===== src/rtl/mem_arbiter.sv =====
// ---------------------------------------------------------------------------
// mem_arbiter
//
// Two-port round-robin arbiter in front of a single-port synchronous memory.
// Each request is served as a three-cycle sequence: IDLE (grant) -> ACCESS
// (memory strobe) -> RESP (capture read data), with the ACK pulse appearing in
// the first IDLE cycle afterwards.
//
// Ports
//   CK              clock, rising edge
//   RST             synchronous active-high reset
//   REQ0/REQ1       access requests, held until the matching ACK
//   WE0/WE1         1 = write, 0 = read
//   ADDR0/ADDR1     access addresses
//   WDATA0/WDATA1   write data
//   ACK0/ACK1       one-cycle completion pulses
//   RDATA           read data, valid in the ACK cycle of a read, then held
//   MEN             memory strobe (high only in the ACCESS cycle)
//   MRW             memory direction, 1 = read, 0 = write
//   MA              memory address
//   MWD             memory write data
//   MRD             memory read data, valid the cycle after a read strobe
// ---------------------------------------------------------------------------
module mem_arbiter #(
    parameter int AW = 16,
    parameter int DW = 16
) (
    input  logic          CK,
    input  logic          RST,
    input  logic          REQ0,
    input  logic          REQ1,
    input  logic          WE0,
    input  logic          WE1,
    input  logic [AW-1:0] ADDR0,
    input  logic [AW-1:0] ADDR1,
    input  logic [DW-1:0] WDATA0,
    input  logic [DW-1:0] WDATA1,
    output logic          ACK0,
    output logic          ACK1,
    output logic [DW-1:0] RDATA,
    output logic          MEN,
    output logic          MRW,
    output logic [AW-1:0] MA,
    output logic [DW-1:0] MWD,
    input  logic [DW-1:0] MRD
);

    typedef enum logic [1:0] {
        IDLE   = 2'd0,
        ACCESS = 2'd1,
        RESP   = 2'd2
    } state_t;

    state_t state_reg;
    logic   grant_reg;   // port currently being served
    logic   we_reg;      // direction of the access in flight
    logic   last_reg;    // port served most recently

    logic          elig0;
    logic          elig1;
    logic          any_elig;
    logic          winner;
    logic          sel_we;
    logic [AW-1:0] sel_addr;
    logic [DW-1:0] sel_wdata;

    // A request that is still high during its own ACK cycle is the tail of the
    // access just completed, not a new one.
    assign elig0    = REQ0 & ~ACK0;
    assign elig1    = REQ1 & ~ACK1;
    assign any_elig = elig0 | elig1;

    // On a tie the port that was not served last wins; otherwise the only
    // eligible port wins (elig1 alone selects port 1, elig0 alone port 0).
    assign winner = (elig0 & elig1) ? ~last_reg : elig1;

    assign sel_we    = winner ? WE1    : WE0;
    assign sel_addr  = winner ? ADDR1  : ADDR0;
    assign sel_wdata = winner ? WDATA1 : WDATA0;

    always_ff @(posedge CK) begin
        if (RST) begin
            state_reg <= IDLE;
            grant_reg <= 1'b0;
            we_reg    <= 1'b0;
            last_reg  <= 1'b1;
            MEN       <= 1'b0;
            MRW       <= 1'b1;
            MA        <= '0;
            MWD       <= '0;
            ACK0      <= 1'b0;
            ACK1      <= 1'b0;
            RDATA     <= '0;
        end else begin
            // Strobe, write direction and ACKs are single-cycle pulses; they
            // fall back to their quiet values unless a state below sets them.
            ACK0 <= 1'b0;
            ACK1 <= 1'b0;
            MEN  <= 1'b0;
            MRW  <= 1'b1;
            case (state_reg)
                IDLE: begin
                    if (any_elig) begin
                        grant_reg <= winner;
                        we_reg    <= sel_we;
                        MEN       <= 1'b1;
                        MRW       <= ~sel_we;
                        MA        <= sel_addr;
                        MWD       <= sel_wdata;
                        state_reg <= ACCESS;
                    end
                end
                ACCESS: begin
                    state_reg <= RESP;
                end
                RESP: begin
                    // MRD now carries the data for the strobe of the ACCESS cycle.
                    if (!we_reg) begin
                        RDATA <= MRD;
                    end
                    if (grant_reg) begin
                        ACK1 <= 1'b1;
                    end else begin
                        ACK0 <= 1'b1;
                    end
                    last_reg  <= grant_reg;
                    state_reg <= IDLE;
                end
                default: begin
                    state_reg <= IDLE;
                end
            endcase
        end
    end

endmodule


===== config.mk =====
export PLATFORM = sky130hd
export DESIGN_NAME = mem_arbiter
export DESIGN_NICKNAME = d
export VERILOG_FILES = /design/src/rtl/mem_arbiter.sv
export SDC_FILE = /design/constraint.sdc
export NUM_CORES = 1
export LEC_CHECK = 0
export ABC_AREA = 0
export BUFFER_PORTS_ARGS = -buffer_cell sky130_fd_sc_hd__buf_2
export CORE_MARGIN = 5
export CORE_UTILIZATION = 47
export DETAILED_ROUTE_END_ITERATION = 8
export PLACE_DENSITY_LB_ADDON = 0.15
export SLEW_MARGIN = 20
export SYNTH_ARGS = -nofsm -noshare
export SYNTH_HDL_FRONTEND = slang
export SYNTH_SLANG_ARGS = --single-unit

===== constraint.sdc =====
create_clock -name CK -period 2.4 [get_ports CK]
set_input_delay 0.36 -clock CK [delete_from_list [all_inputs] [get_ports CK]]
set_output_delay 0.36 -clock CK [all_outputs]
set_load 0.01 [all_outputs]

==> results of run 1 <==
-- critical path: stages (launching register included) --
cell and delay (ns):
dfxtp_1 0.32, nand3b_1 0.19, nand2_2 0.52, mux2i_1 0.32, a211oi_2 0.10
-- cell families (layout without fill, tap and decap cells) --
| kind of cell | after synthesis | in the layout | share of synthesized area |
|---|---|---|---|
| simple gates | 146 | 146 | 0.2465 |
| compound gates | 52 | 52 | 0.2096 |
| mux | 1 | 1 | 0.004109 |
| flops | 57 | 57 | 0.4684 |
| buf+inv | 25 | 158 | 0.07139 |
-- how the worst min path moves through the flow --
stage | from | endpoint | slack, ns | cells after the start
after detailed placement | grant_reg | ACK0 | 0.42 | 1
after global routing | MRD[14] | RDATA[14] | 0.27 | 3
after CTS | MRD[1] | RDATA[1] | 0.26 | 3
final | MRD[1] | RDATA[1] | 0.27 | 3
after global placement | grant_reg | ACK0 | 0.41 | 1
after floorplan | grant_reg | ACK0 | 0.40 | 1
-- area by class of cell --
| cell class | count | area [sq um] | area share |
|---|---|---|---|
| Multi-Input combinational cell | 199 | 1122 | 0.3466 |
| Timing Repair Buffer | 141 | 728.2 | 0.2249 |
| Tap cell | 70 | 87.58 | 0.02705 |
| Inverter | 1 | 3.754 | 0.001159 |
| Sequential cell | 57 | 1141 | 0.3524 |
| Clock inverter | 4 | 20.02 | 0.006182 |
| Clock buffer | 12 | 135.1 | 0.04173 |
-- layer usage --
layer,track usage,vias up,part of all wire
met2,0.3207,88,0.48
met5,0,-,0
met3,0.05592,13,0.094
met4,0.08638,0,0.023
met1,0.1972,1062,0.41
li1,-,1206,-
-- synth_stat cells --
library cell  count  share of area
nand2_1          96           0.15
dfxtp_1          57           0.47
nor2_1           35          0.054
a311oi_2         18           0.11
a21oi_1          16          0.033
a311oi_1         14          0.050
buf_6             8          0.037
buf_2             7          0.014
clkbuf_1          5         0.0077
nor2b_1           4          0.010
buf_4             3         0.0092
nor3_1            2         0.0041
a211o_1           1         0.0036
a211oi_2          1         0.0051
and2_1            1         0.0026
buf_1             1         0.0015
inv_1             1         0.0015
mux2i_1           1         0.0041
nand2_2           1         0.0026
nand2b_1          1         0.0026
nand2b_2          1         0.0036
nand3b_1          1         0.0031
nor2_4            1         0.0046
nor2b_4           1         0.0056
nor3b_1           1         0.0031
o21a_1            1         0.0031
o32ai_1           1         0.0036
or2_1             1         0.0026
-- cell usage in the layout (no fill, tap or decap), types with 2 or more instances in the layout --
cell type | Yosys | layout
clkbuf_1 | 5 | 3
dfxtp_1 | 57 | 57
nor3_1 | 2 | 2
nor2b_1 | 4 | 4
buf_4 | 3 | 3
buf_2 | 7 | 137
a21oi_1 | 16 | 16
nor2_1 | 35 | 35
a311oi_1 | 14 | 14
clkinv_2 | 0 | 4
clkbuf_8 | 0 | 9
nand2_1 | 96 | 96
a311oi_2 | 18 | 18
-- power breakdown --
| group | leakage [nW] | total, mW | switching (mW) | internal (mW) |
|---|---|---|---|---|
| sequential | 0.469 | 1.08 | 0.0429 | 1.03 |
| combinational | 0.977 | 0.480 | 0.268 | 0.211 |
| clock | 0.0839 | 0.713 | 0.346 | 0.368 |
| total | 1.53 | 2.27 | 0.657 | 1.61 |
==> impl_metrics.tcl, run 1 <==
set metrics [dict create \
    maxCapViolations 0 \
    diodes 0 \
    hold_viol 0 \
    holdWs_ns 0.2719 \
    layout_worst_path_cycle_share 0.6557 \
    final_max_slew_viol_count 0 \
    synth.yosys.warnings 0 \
    vdd_ir_drop_max_mv 0.4477 \
    status "finished clean" \
    cts_resized 0 \
    grt_max_degree 70 \
    tightestPinTransition_ns 0.6691 \
    final_util 0.6381 \
    drtIter0Drc 107 \
    synth_area_per_cell_sq_um 8.669 \
    max_freq_ghz 0.6355 \
    cts-root-buf "clkbuf_8" \
    arrival_ns 1.77 \
    viasPerCell 4.895 \
    netlist_area_sq_um 2436 \
    die_y_um 82.00 \
    wirelength_mm 6.141 \
    via_count 2369 \
    finalSetupViolations 0 \
    grt_pass1_wl_mm 9.487 \
    clk_path_buf_depth 2 \
    end_kind "flop" \
    p_total_mw 2.269 \
    numPlacedInstances 468 \
    place_area_sq_um 3083 \
    crit_path_max_fanout 34 \
    finalNonFillerCells 484 \
    fin_nets 495 \
    reg_top3 "MA: 16 flops, MWD: 16 flops, RDATA: 16 flops" \
    grt_pass1_vias 2253 \
    htreeDepth 3 \
    dr.pass1.iters 4 \
    core_sq_um 5075 \
    cp-startpoint "ACK0" \
    start_util 0.4800 \
    grt_usage 0.1820 \
    drt_drc_violations_left 0 \
    fillCellCount 488 \
    synth_fp_nets 367 \
    crit_required_ns 2.59 \
    pre_cts_slack_ns 0.7475 \
    antenna_found_initial 0 \
    crit_type "flop to flop" \
    postCtsSetupBuffers 0 \
    row_count 26 \
    clkTransAtPathRegs_ns 0.06 \
    clock_sink_count 57 \
    yosysSeqAreaShare 0.4684 \
    overflow 0 \
    worst-r2r-cell-count 4 \
    antenna_left 0 \
    synth.distinct_cells 28 \
    leakage_nw 1.530 \
    area_growth_pct 32.92 \
    die_area_sq_um 6723 \
    r2r-start "ACK0" \
    synth_seq_cells 57 \
    cp-start-kind "flop" \
    worstReg2RegEnd "we_reg" \
    worst_slack_ns 0.8264 \
    synthCells 281 \
    drive_above_1_share 0.4300 \
    grt_setup_unrepaired "false" \
    worstSetupEndpoint "we_reg" \
    numCtsBuffers 9 \
    fin_crit_ns 1.574 \
    clkLatencyLatePin_ns 0.32 \
    io_buffers 137 \
    fin_area_sq_um 3238 \
    hp-class "input port to flop" \
    place_congestion 0.7397 \
    clock_skew_ns 0.007573 \
    cts_tree "built" \
    die_width_um 82.00 \
    max_slew_margin 0.5523 \
    cts_hold_buf 0 \
    wire_per_inst_um 12.69 \
    fin_setup_tns_ns 0 \
    hpwl_mm 4.397 \
    rrSetupSlack_ns 0.83 \
    p_per_area_nw_per_um2 700.7 \
    io_pins 138 \
]
No activity file was read; power rests on OpenSTA's default activity.
==> run 2, diff against run 1 <==
Settings changed: CORE_UTILIZATION 47 to 44.
Clock period 2.4 ns to 1.5 ns, I/O delays scaled along.
==> run 2 against run 1 <==
Against the previous run: clock power up 92%; hold slack worse by 0.13 ns; wire length up 2.4%; critical endpoint is now MWD[11]; highest routed layer unchanged.
==> impl_metrics.tcl, run 2 (synthesis gave the netlist of run 1 again) <==
set metrics [dict create \
    hpwl_mm 4.549 \
    area_growth_pct 37.39 \
    min_delay_path_depth 3 \
    crit_path_max_fanout 32 \
    diodes 0 \
    max_freq_ghz 0.7643 \
    cp-start-kind "flop" \
    row_count 27 \
    crit_path_max_incr_delay_ns 0.35 \
    clkLatencyLatePin_ns 0.32 \
    finalSetupViolations 0 \
    grt_pass1_wl_mm 10.72 \
    end_kind "flop" \
    tightestPinTransition_ns 0.3753 \
    clock_sink_count 57 \
    crit_required_ns 1.73 \
    vdd_ir_drop_max_mv 0.5660 \
    clock_skew_ns 0.008717 \
    cts_resized 0 \
    die_area_sq_um 7125 \
    hp-class "input port to flop" \
    htreeDepth 3 \
    layout_common_cells "buf_2, nand2_1, dfxtp_1" \
    crit_type "flop to flop" \
    die_y_um 84.41 \
    clk_path_buf_depth 2 \
    clkTransAtPathRegs_ns 0.06 \
    arrival_ns 1.54 \
    fin_crit_ns 1.308 \
    layout_worst_path_cycle_share 0.8722 \
    p_per_area_nw_per_um2 1164 \
    final_max_slew_viol_count 0 \
    io_pins 138 \
    die_width_um 84.41 \
    reg_top3 "MA: 16 flops, MWD: 16 flops, RDATA: 16 flops" \
    fin_setup_tns_ns 0 \
    wirelength_mm 6.291 \
    fillCellCount 499 \
    start_util 0.4479 \
    cp.depth 5 \
    grt_setup_unrepaired "false" \
    io_buffers 137 \
    fin_nets 498 \
    crit_family "simple AND/OR/NAND/NOR gates" \
    wire_per_inst_um 12.87 \
    critPathSlowestCell "dfxtp_1" \
    drtIter0Drc 53 \
    postCtsSetupBuffers 0 \
    grt_usage 0.1830 \
    leakage_nw 1.576 \
    overflow 0 \
    antenna_found_initial 0 \
    status "finished clean" \
    cts_tree "built" \
    cts_hold_buf 0 \
    path_cells "nand3b_1 -> and2_1 -> buf_12 -> nand2_1 -> a311oi_2" \
    via_count 2345 \
    viasPerCell 4.796 \
    cts-root-buf "clkbuf_8" \
    antenna_left 0 \
    place_congestion 0.7175 \
    hold_viol 0 \
    worst-r2r-cell-count 5 \
    crit_buf_inv 1 \
    core_sq_um 5439 \
    maxCapViolations 0 \
    finalNonFillerCells 489 \
    max_slew_margin 0.7498 \
    grt_max_degree 39 \
    drt_drc_violations_left 0 \
    numPlacedInstances 473 \
    final_common_cell "buf_2" \
    numCtsBuffers 9 \
    drive_above_1_share 0.4365 \
    dr.pass1.iters 5 \
    grt_pass1_vias 2417 \
]
[run 2: cell types whose count changed in the layout (fill, tap and decap cells not counted), sizes merged]
| cell | change |
|---|---|
| buf | +3 |
| clkbuf | +1 |
| bufinv | +1 |
| clkinv | -2 |
[run 2: stage by stage]
stage               cell area (sq um)  total power, mW    util  setup slack (ns)  hold slack, ns
finish                           3347            3.896  0.6154            0.1916          0.1435
global route                     3347            4.117  0.6154           0.05891          0.1422
CTS                              3347            3.942  0.6154            0.1130          0.1274
detailed placement               3158            2.569  0.5806            0.1274          0.4136
global placement                 3158            2.557  0.5806            0.1772          0.4092
floorplan                        2436            2.266       -            0.2151          0.3084
[run 2: final timing paths]
| path | startpoint | end | slack [ns] |
|---|---|---|---|
| worst max-delay path | ACK0 | MWD[11] | 0.19 |
| worst min-delay path | MRD[12] | RDATA[12] | 0.14 |
| worst max register to register | ACK0 | MWD[11] | 0.19 |
| worst min register to register | grant_reg | ACK0 | 0.42 |
[run 2: layout make-up]
| cell class | count | area, sq um | share of cell area |
|---|---|---|---|
| clock buffer | 13 | 148.9 | 0.04449 |
| sequential | 57 | 1141 | 0.3409 |
| tap | 72 | 90.09 | 0.02692 |
| clock inverter | 3 | 40.04 | 0.01196 |
| inverter | 1 | 3.754 | 0.001121 |
| multi-input combinational | 199 | 1122 | 0.3353 |
| timing repair buffer | 144 | 800.8 | 0.2393 |
[run 2: tightest hold or removal path, cell delays in order]
cell and delay, ns:
buf_2 0.09, nand2_1 0.04, a21oi_1 0.05
[run 2: per-layer routing]
| metal | GRT usage | vias up | wire length (um) |
|---|---|---|---|
| met3 | 0.07066 | 8 | 718 |
| met5 | 0 | - | 0 |
| met2 | 0.3020 | 103 | 2854 |
| met1 | 0.2136 | 1022 | 2642 |
| li1 | - | 1212 | - |
| met4 | 0.07338 | 0 | 76 |
[run 2: power by group]
| part | switching (mW) | internal, mW | leakage, nW |
|---|---|---|---|
| clock | 0.560 | 0.809 | 0.0974 |
| sequential | 0.0691 | 1.65 | 0.469 |
| combinational | 0.435 | 0.371 | 1.01 |
| total | 1.06 | 2.83 | 1.58 |
==> run 3, diff against run 2 <==
--- a/constraint.sdc
+++ b/constraint.sdc
@@ -3,2 +3,2 @@
 set_output_delay 0.225 -clock CK [all_outputs]
-set_load 0.01 [all_outputs]
+set_load 0.1 [all_outputs]
==> run 3 against run 2 <==
Against the previous run: setup slack lost 0.016 ns; clock power shrank 3%; global-route usage shrank 0.71 points; design area grew 0.41%; first-iteration DRC count grew 25%; wire length shrank 2.6%; total power grew 21%; register-to-register slack lost 0.02 ns; flip-flop and latch count is the same; highest routed layer unchanged.
==> impl_metrics.tcl, run 3 (synthesis gave the netlist of run 1 again) <==
set metrics [dict create \
    dr.pass1.iters 4 \
    intPower_mw 2.795 \
    hp-class "input port to flop" \
    pwr-share-clk 0.284 \
    hold_viol 0 \
    leakage_nw 1.587 \
    crit_buf_inv 1 \
    clk_path_buf_depth 2 \
    fin_setup_tns_ns 0 \
    maxCapViolations 0 \
    io_buffers 137 \
    finalNonFillerCells 491 \
    cts-root-buf "clkbuf_8" \
    tightestPinTransition_ns 0.5010 \
    grt_pass1_wl_mm 10.18 \
    end_kind "flop" \
    grt_usage 0.1759 \
    numCtsBuffers 9 \
    start_util 0.4479 \
    diodes 0 \
    pwr-share-seq 0.365 \
    p_sw_frac 0.4052 \
    crit_path_max_incr_delay_ns 0.35 \
    cts_tree "built" \
    numPlacedInstances 475 \
    clock_sink_count 57 \
    die_width_um 84.41 \
    layout_worst_path_cycle_share 0.8827 \
    clock_skew_ns 0.006518 \
    place_congestion 0.7440 \
    pre_cts_slack_ns 0.1467 \
    overflow 0 \
    final_common_cell "buf_2" \
    crit_family "simple AND/OR/NAND/NOR gates" \
    path_cells "nor2b_4 -> and2_1 -> buf_12 -> nand2_1 -> a311oi_2" \
    wire_per_inst_um 12.47 \
    wirelength_mm 6.125 \
    critPathSlowestCell "dfxtp_4" \
    status "finished clean" \
    area_growth_pct 37.96 \
    arrival_ns 1.56 \
    worst_slack_ns 0.1759 \
    crit_type "flop to flop" \
    crit_path_max_fanout 28 \
    die_y_um 84.41 \
    fin_nets 500 \
    core_sq_um 5439 \
    row_count 27 \
    die_area_sq_um 7125 \
    drtIter0Drc 66 \
    clkTransAtPathRegs_ns 0.06 \
    antenna_found_initial 0 \
    grt_setup_unrepaired "false" \
    grt_pass1_vias 2261 \
    pwr-share-comb 0.351 \
    hpwl_mm 4.517 \
    cp-start-kind "flop" \
    grt_max_degree 36 \
    htreeDepth 3 \
    finalSetupViolations 0 \
    reg_top3 "MA: 16 flops, MWD: 16 flops, RDATA: 16 flops" \
    p_per_area_nw_per_um2 1398 \
    viasPerCell 4.684 \
    io_pins 138 \
    p_sw_mw 1.904 \
    fin_crit_ns 1.324 \
    clkLatencyLatePin_ns 0.32 \
    crit_required_ns 1.74 \
    vdd_ir_drop_max_mv 0.7823 \
    layout_common_cells "buf_2, nand2_1, dfxtp_1" \
    max_freq_ghz 0.7552 \
    final_max_slew_viol_count 0 \
    antenna_left 0 \
    via_count 2300 \
    drive_above_1_share 0.4487 \
    drt_drc_violations_left 0 \
    max_slew_margin 0.6683 \
]
run 3: final timing paths:
check	startpoint	end	slack (ns)	depth (start not counted)
setup / recovery	ACK1	MWD[5]	0.18	5
hold reg to reg	grant_reg	ACK0	0.41	1
hold / removal	MRD[6]	RDATA[6]	0.14	3
setup reg to reg	ACK1	MWD[5]	0.18	5
run 3: cell type report:
cell class	count	area, sq um
Tap cell	72	90.09
Sequential cell	57	1149
Clock inverter	2	10.01
Timing Repair Buffer	146	803.3
Inverter	1	3.754
Multi-Input combinational cell	199	1122
Clock buffer	14	182.7
Fill cell	519	2078
run 3: worst min-delay path: cells and delay by family:
family	cells	cell delay, ns
buf+inv	1	0.09
compound gates	1	0.05
simple gates	1	0.04
run 3: layer usage:
metal | up-vias | GRT usage | share of wire
met5 | - | 0 | 0
met4 | 0 | 0.08345 | 0.016
met3 | 10 | 0.06968 | 0.10
met2 | 91 | 0.2812 | 0.43
met1 | 979 | 0.2066 | 0.45
li1 | 1220 | - | -
run 3: what timing repair did:
item,4_1_cts,5_1_grt
setup endpoints to repair,0,4
resized for setup,0,1
hold buffers,0,0
setup buffers,0,0
run 3: metrics by stage:
| step | cell area [sq um] | util | total power, mW | hold WS [ns] |
|---|---|---|---|---|
| 4_1_cts | 3361 | 0.6179 | 4.758 | 0.1214 |
| 3_5_place_dp | 3168 | 0.5825 | 3.408 | 0.4123 |
| 2_1_floorplan | 2444 | - | 3.105 | 0.3084 |
| 5_1_grt | 3361 | 0.6179 | 4.929 | 0.1266 |
| 6_report | 3361 | 0.6179 | 4.699 | 0.1419 |
| 3_3_place_gp | 3168 | 0.5825 | 3.394 | 0.4158 |
run 3: power groups by stage:
stage	Clock (mW)	Sequential (mW)	Combinational [mW]
after floorplan	0	2.65	0.456
after detailed placement	0	1.75	1.66
after global routing	1.45	1.73	1.74
after global placement	0	1.74	1.65
after CTS	1.38	1.72	1.66
final	1.33	1.72	1.65
